### config.mk
export PLATFORM = sky130hd
export DESIGN_NAME = spi_master
export DESIGN_NICKNAME = d
export VERILOG_FILES = /design/src/rtl/spi_master.sv
export SDC_FILE = /design/constraint.sdc
export NUM_CORES = 1
export LEC_CHECK = 0
export CAP_MARGIN = 20
export CORE_ASPECT_RATIO = 2
export CORE_MARGIN = 2
export CORE_UTILIZATION = 50
export DETAILED_ROUTE_END_ITERATION = 16
export PLACE_DENSITY = 0.73
export SYNTH_ARGS = -nofsm -noshare
export SYNTH_HDL_FRONTEND = slang
export SYNTH_SLANG_ARGS = --single-unit
### constraint.sdc
create_clock -name clk -period 1.8 [get_ports clk]
set_clock_uncertainty 0.2 [all_clocks]
set_input_delay 0.27 -clock clk [delete_from_list [all_inputs] [get_ports clk]]
set_output_delay 0.27 -clock clk [all_outputs]
set_load 0.005 [all_outputs]
### src/rtl/spi_master.sv
// rtl/spi_master.sv - mode-0 SPI master, 8-bit MSB-first frames, sclk = clk/2
module spi_master (
  input  logic       clk,
  input  logic       rst_n,
  input  logic [7:0] in_data,
  input  logic       wr,
  input  logic       rd,
  input  logic       cs,
  output logic [7:0] out_data,
  output logic       mosi,
  input  logic       miso,
  output logic       sclk
);

  typedef enum logic {IDLE, XFER} state_t;

  state_t     state_q, state_d;
  logic [7:0] tx_q, tx_d;
  logic [7:0] rx_q, rx_d;
  logic [7:0] rx_buf_q, rx_buf_d;
  logic [7:0] out_q, out_d;
  logic [3:0] cnt_q, cnt_d;
  logic       sclk_q, sclk_d;
  logic       wr_ok, rd_ok;

  assign wr_ok = wr & ~cs;
  assign rd_ok = rd & ~cs;

  always_ff @(posedge clk) begin
    if (!rst_n) begin
      state_q  <= IDLE;
      tx_q     <= 8'h00;
      rx_q     <= 8'h00;
      rx_buf_q <= 8'h00;
      out_q    <= 8'h00;
      cnt_q    <= 4'd0;
      sclk_q   <= 1'b0;
    end else begin
      state_q  <= state_d;
      tx_q     <= tx_d;
      rx_q     <= rx_d;
      rx_buf_q <= rx_buf_d;
      out_q    <= out_d;
      cnt_q    <= cnt_d;
      sclk_q   <= sclk_d;
    end
  end

  // Even edge counts raise sclk and sample miso; odd counts lower sclk and advance mosi.
  always_comb begin
    state_d  = state_q;
    tx_d     = tx_q;
    rx_d     = rx_q;
    rx_buf_d = rx_buf_q;
    out_d    = out_q;
    cnt_d    = cnt_q;
    sclk_d   = sclk_q;

    if (rd_ok) begin
      out_d = rx_buf_q;
    end

    case (state_q)
      IDLE: begin
        sclk_d = 1'b0;
        if (wr_ok) begin
          tx_d    = in_data;
          rx_d    = 8'h00;
          cnt_d   = 4'd0;
          state_d = XFER;
        end
      end
      XFER: begin
        cnt_d = cnt_q + 4'd1;
        if (!cnt_q[0]) begin
          sclk_d = 1'b1;
          rx_d   = {rx_q[6:0], miso};
        end else begin
          sclk_d = 1'b0;
          if (cnt_q == 4'd15) begin
            rx_buf_d = rx_q;
            state_d  = IDLE;
          end else begin
            tx_d = {tx_q[6:0], 1'b0};
          end
        end
      end
      default: state_d = IDLE;
    endcase
  end

  assign mosi     = (state_q == XFER) & tx_q[7];
  assign sclk     = sclk_q;
  assign out_data = out_q;

endmodule

==> results of run 1 <==
per-layer routing:
layer,global-route usage (%),part of all wire (%),up-vias
li1,-,-,606
met1,20.00,38,583
met2,34.46,55,27
met3,5.000,3.4,12
met4,14.05,3.8,0
met5,0,0,-
per-stage QoR:
stage | setup WS, ps | utilization, % | hold slack (ps) | TNS [ps]
floorplan | 236.1 | - | 202.6 | 0
global placement | -127.9 | 61.55 | 240.7 | -1524
detailed placement | -149.6 | 61.55 | 244.5 | -1760
CTS | 0.6111 | 66.34 | 258.1 | 0
global route | 5.407 | 66.64 | 279.6 | 0
finish | 47.76 | 66.64 | 256.8 | 0
critical path, cell delays in order (launching register included):
cell and delay (ps):
dfxtp_1 360, and2_1 140, clkdlybuf4s50_1 490
sequential cells by signal, summed over array words and instances, names as in the netlist:
name      count
rx_buf_q      8
cnt_q         4
rx_q          8
state_q       1
out_data      8
tx_q          8
sclk          1
cell usage in the layout, fill, tap and decap left out, types with 2 or more instances in the layout:
cell / n
bufinv_16: 2
nand2b_1: 7
and2_1: 2
o211ai_1: 8
a22o_1: 8
o21a_1: 2
and3_1: 3
dfxtp_1: 38
nor2b_1: 11
clkdlybuf4s50_1: 23
clkbuf_8: 6
mux2i_1: 15
buf_4: 9
o21ai_0: 9
nand3_1: 9
nand2_1: 10
a21boi_0: 10
power by group through the flow:
stage / combinational [mW] / sequential (mW) / clock (mW)
final: 0.140 / 0.868 / 0.889
after global routing: 0.156 / 0.870 / 0.940
after CTS: 0.140 / 0.868 / 0.901
after detailed placement: 0.139 / 0.887 / 0
after global placement: 0.136 / 0.887 / 0
after floorplan: 0.0878 / 0.885 / 0
logic make-up (layout without fill, tap and decap cells):
kind of cell	count (synthesis)	in the layout
xor+xnor	1	1
buf+inv	11	40
flops	38	38
mux	15	15
simple gates	50	50
fa+ha+maj	1	1
compound gates	39	39
worst paths after layout:
check | from | endpoint | cells after the start
worst max-delay path | state_q$_SDFF_PN0_ | mosi | 2
worst min-delay path | tx_q[6]$_SDFFE_PN0P_ | tx_q[6]$_SDFFE_PN0P_ | 2
worst min register to register | tx_q[6]$_SDFFE_PN0P_ | tx_q[6]$_SDFFE_PN0P_ | 2
worst max register to register | cnt_q[0]$_SDFFE_PN0P_ | tx_q[7]$_SDFFE_PN0P_ | 4
final cells by class:
type	count	area (um^2)
clock buffer	6	82.58
clock inverter	2	60.06
fill	236	993.5
multi-input combinational	106	745.7
sequential	38	760.7
tap	30	37.54
timing repair buffer	32	297.8
timing repair:
action	CTS	global route
hold buffers	0	0
resized for setup	0	2
setup endpoints to repair	0	8
endpoints found under the hold margin	0	0
==> run metrics, run 1 <==
Post-Synthesis Cells=155; GRT Resource Usage Total=20.17%; CTS tree=built; top cells by count, synth=dfxtp_1 (38), mux2i_1 (15), nor2b_1 (11); FFs w/ async S/R, synth=0%; Pwr Density=955.9 mW/mm^2; number of flops mapped to enable cells by yosys=0; num rows=28; Worst-Skew Late Latency=290 ps; DRT Wirelength=3.113 mm; Die Height=82.81 um; layout cells sized above 1=11.41%; crit path time final=1752 ps; Final #Nets=198; Worst-path clk slew=70 ps; final slew viol count=0; drt initial violations=26; gp weighted congestion=0.8228; DR WL/cell=14.55 um; DR vias=1228; # clock sinks=38; Fmax=570.7 MHz; Psw=369.7 uW; placed cell area=0.001833 mm^2; Post-Layout Cell Count=214; global-route wire length before repair=5.457 mm; DP HPWL=2.238 mm; Pre-antenna DRT Iters=4; Max VDD drop=0.9780 mV; largest net degree at the start of global routing=25; Mapped Nets=170; Fin. Hold Viols=0; Final Cycle Share=97.35%; compound-gate portion of the synthesized area=17.97%; clock buffer count from CTS=5; most frequent cell after synthesis=dfxtp_1; mux cell area share after synthesis=9.670%; Int Pwr=1.527 mW; Ant. Diodes=0; I/O pin count=24; Synth top area share=48.99%; CP arrival=1280 ps; Die ar.=0.003594 mm^2; initial antenna violation count=0; Buffers on Ports=23; Crit Path Category=reg2out; Seq/Total Area, Yosys=48.99%; vias in the first global route=1236; average size of a mapped cell=10.02 um^2; R2R setup slack=120 ps; max_cap viols=0; synthesized cell area=0.001553 mm^2; number of post-CTS setup repair buffers=0; Synth area leaders=dfxtp_1 (49%), mux2i_1 (9.7%), a21boi_0 (4.8%); Clock Tree Root=clkbuf_8; PnR Total Power=1.897 mW; post-synthesis adder-cell area fraction=0.8058%; outcome=finished, final reports clean; remaining global-route overflow=0; Vias per Instance=5.738; Worst-Margin Slew=334.5 ps; leakage=0.7242 nW; H-Tree Depth=2; Layout Area Growth over Synthesis=27.80%; CP required=1330 ps; Synthesis Warnings=0; Clk pwr share=46.9%; switching part of the total=19.49%; Crit Path Max Fanout=3; Synth Register Bits=38; post-route cell area=0.001984 mm^2; worst rel slew slack=77.62%; Combinational Power Share=7.4%; Cells after DPL=206; Routed Antenna Nets=0; core area=0.002978 mm^2; Netlist cell types=27; Final Setup Violations=0; largest family of logic cells by synthesized area=simple AND/OR/NAND/NOR gates; sequential cell fraction of total power=45.8%; worst hold path class=reg2reg; critical path launch point type=flop; Synth Area in Simple Gates=18.45%; DRC Markers=0; CTS Buffer Depth=2; CP endpoint kind=primary output; RSZ-0062 raised after global routing=no; top_reg_cell synth=dfxtp_1; Die Width=43.41 um; post-synth top area cell=dfxtp_1; Initial Util=52.14%; Post-Synth XOR/XNOR Area=0.5641%
No activity file was read; power rests on OpenSTA's default activity.
==> run 2, diff against run 1 <==
ABC_AREA = 1   (was unset)
PLACE_DENSITY = 0.75   (was 0.73)
==> run 2 against run 1 <==
- non-clock buffer count is 3 lower
- worst setup slack better by 15 ps
- clock power is 30% lower
- synthesized cell count is 41% higher
- worst hold slack better by 23 ps
- area after synthesis is 3.4% higher
- critical path type unchanged
==> run metrics, run 2 <==
Worst-Margin Slew=382.9 ps (+48.47 ps); top cells by count, synth=nand2_1 (51), nor2_1 (43), dfxtp_1 (38); outcome=finished, final reports clean; core area=0.003120 mm^2 (+4.8%); clock buffer count from CTS=5 (unchanged); worst hold path class=reg2reg; most frequent cells in the layout=nand2_1 (51), nor2_1 (43), dfxtp_1 (37), inv_1 (23), clkdlybuf4s50_1 (23); Final #Nets=262 (+32%); most frequent cell after synthesis=nand2_1; Clock Tree Root=clkbuf_8; H-Tree Depth=2 (unchanged); Crit Path Max Fanout=5 (+2); sum of negative setup slack=0 ps (unchanged); Seq/Total Area, Yosys=47.39% (-1.6 points); Crit Path Category=reg2out; met3 WL=136 um (+28%); CTS tree=built; Routed Antenna Nets=0 (unchanged); number of post-CTS setup repair buffers=0 (unchanged); Layout Area Growth over Synthesis=21.67%; # clock sinks=38 (unchanged); Final Cycle Share=96.52% (-0.83 points); commonest non-fill, non-tap cell in the layout=nand2_1; max_cap viols=0 (unchanged); Die Height=84.13 um (+1.6%); DR WL/cell=10.26 um (-29%); Pwr Density=870.1 mW/mm^2 (-9.0%); top_reg_cell synth=dfxtp_1; met2 WL=1.364 mm (-21%); DR vias=1363 (+11%); Final Setup Violations=0 (unchanged); global-route wire length before repair=5.030 mm (-7.8%); Synthesis Warnings=0 (unchanged); average size of a mapped cell=7.330 um^2 (-27%); num rows=29 (+3.6%); Synth top area share=47.39% (-1.6 points); CP endpoint kind=primary output; DP HPWL=1.993 mm (-11%); CP arrival=1270 ps (about the same); crit path time final=1737 ps (-14.95 ps); FFs w/ async S/R, synth=0% (unchanged); Max VDD drop=0.7807 mV (-20%); Synth Register Bits=38 (unchanged); Post-CTS Hold Buffers=0 (unchanged); final slew viol count=0 (unchanged); post-layout util=62.59% (-4.0 points); Worst-Skew Late Latency=300 ps (about the same); number of flops mapped to enable cells by yosys=0 (unchanged); Metal-1 WL=1.273 mm (+9.0%); RSZ-0062 raised after global routing=no; Ant. Diodes=0 (unchanged); drt initial violations=21 (-19%); vias in the first global route=1200 (-2.9%); DRC Markers=0 (unchanged); worst rel slew slack=74.41% (-3.2 points); Vias per Instance=4.885 (-15%); Fin. Hold Viols=0 (unchanged); total of fill cells in the finished design=285 (+21%); DRT Wirelength=2.862 mm (-8.1%); Die Width=44.07 um (+1.5%); Pre-antenna DRT Iters=4 (unchanged); Fmax=575.6 MHz (+0.86%); Post-Synthesis Cells=219 (+41%); CP required=1330 ps (about the same); synthesized cell area=0.001605 mm^2 (+3.4%); GRT Resource Usage Total=18.13% (-2.0 points); gp weighted congestion=0.7997 (-2.8%); remaining global-route overflow=0 (unchanged); Mapped Nets=234 (+38%); Highest Signal Layer=met4; Netlist cell types=20 (-26%); critical path launch point type=flop; I/O pin count=24 (unchanged); Initial Util=51.44% (-0.70 points); leakage=0.8281 nW (+14%); Buffers on Ports=23 (unchanged); layout cells sized above 1=10.08% (-1.3 points); largest net degree at the start of global routing=19 (-24%); Worst-path clk slew=80 ps (about the same); post-synth top area cell=dfxtp_1; Die ar.=0.003707 mm^2 (+3.1%); CTS Buffer Depth=2 (unchanged); Synth area leaders=dfxtp_1 (47%), nand2_1 (12%), nor2_1 (10%); initial antenna violation count=0 (unchanged)
[run 2: cell count changes after synthesis, sizes merged, moves of 7 or more]
cell,before,now
o211ai,8,0
a21boi,10,0
a21oi,1,12
inv,0,25
a22o,8,0
nand2b,7,0
nand2,10,54
nor2,1,44
mux2i,15,0
nor2b,11,0
o22ai,0,7
[run 2: final timing paths]
path	to	from	slack (ps)	depth (start not counted)
min reg2reg	rx_buf_q[1]$_SDFFE_PN0P_	rx_buf_q[1]$_SDFFE_PN0P_	280	2
min	rx_buf_q[1]$_SDFFE_PN0P_	rx_buf_q[1]$_SDFFE_PN0P_	280	2
max reg2reg	rx_buf_q[3]$_SDFFE_PN0P_	cnt_q[1]$_SDFFE_PN0P_	270	6
max	mosi	state_q$_SDFF_PN0_	60	3
[run 2: final cells by class]
class | instances | area [um^2] | share of cell area, %
clock buffer | 6 | 82.58 | 4.228
sequential | 38 | 764.5 | 39.14
timing repair buffer | 29 | 275.3 | 14.09
clock inverter | 2 | 12.51 | 0.6406
multi-input combinational | 148 | 683.2 | 34.98
inverter | 25 | 96.34 | 4.933
tap | 31 | 38.79 | 1.986
[run 2: where the power goes]
| part | internal, mW | switching (mW) |
|---|---|---|
| combinational | 0.0955 | 0.0988 |
| clock | 0.308 | 0.313 |
| sequential | 0.871 | 0.0141 |
| total | 1.27 | 0.426 |
[run 2: what timing repair did]
item                       4_1_cts  5_1_grt
pin swaps                        0        0
setup endpoints to repair        1        1
resized for setup                1        1
[run 2: cells by family after synthesis]
logic type	Yosys count	share of synthesized area, %
adder cells (fa/ha/maj)	1	0.7793
flip-flops	38	47.39
buffers and inverters	33	10.05
AND/OR/NAND/NOR	112	30.32
AO/OA/AOI/OAI	35	11.46
[run 2: routing by layer]
metal / up-vias / global-route usage (%)
li1: 738 / -
met4: 0 / 11.57
met3: 6 / 5.161
met5: - / 0
met1: 592 / 19.84
met2: 27 / 29.28
[run 2: worst max-delay path: stages (launching register included)]
cell             delay, ps
dfxtp_4                390
nand2_1                 60
inv_1                   40
clkdlybuf4s50_1        480
[run 2: per-stage QoR]
step / cells / setup WS [ps] / hold WS [ps] / cell area (um^2) / total power, mW
3_3_place_gp: 271 / 107.6 / 257.0 / 1854 / 1.099
4_1_cts: 279 / 7.689 / 284.4 / 1951 / 1.714
6_report: 279 / 62.71 / 279.7 / 1953 / 1.699
5_1_grt: 279 / 25.88 / 302.1 / 1953 / 1.776
3_5_place_dp: 271 / 107.3 / 267.6 / 1854 / 1.100
2_1_floorplan: 219 / 344.2 / 182.7 / 1605 / 1.024
==> run 3, diff against run 2 <==
TNS_END_PERCENT = 5   (was unset)
==> results of run 3 <==
Same layout as run 2: the final DEF is identical, and so are final timing and power.
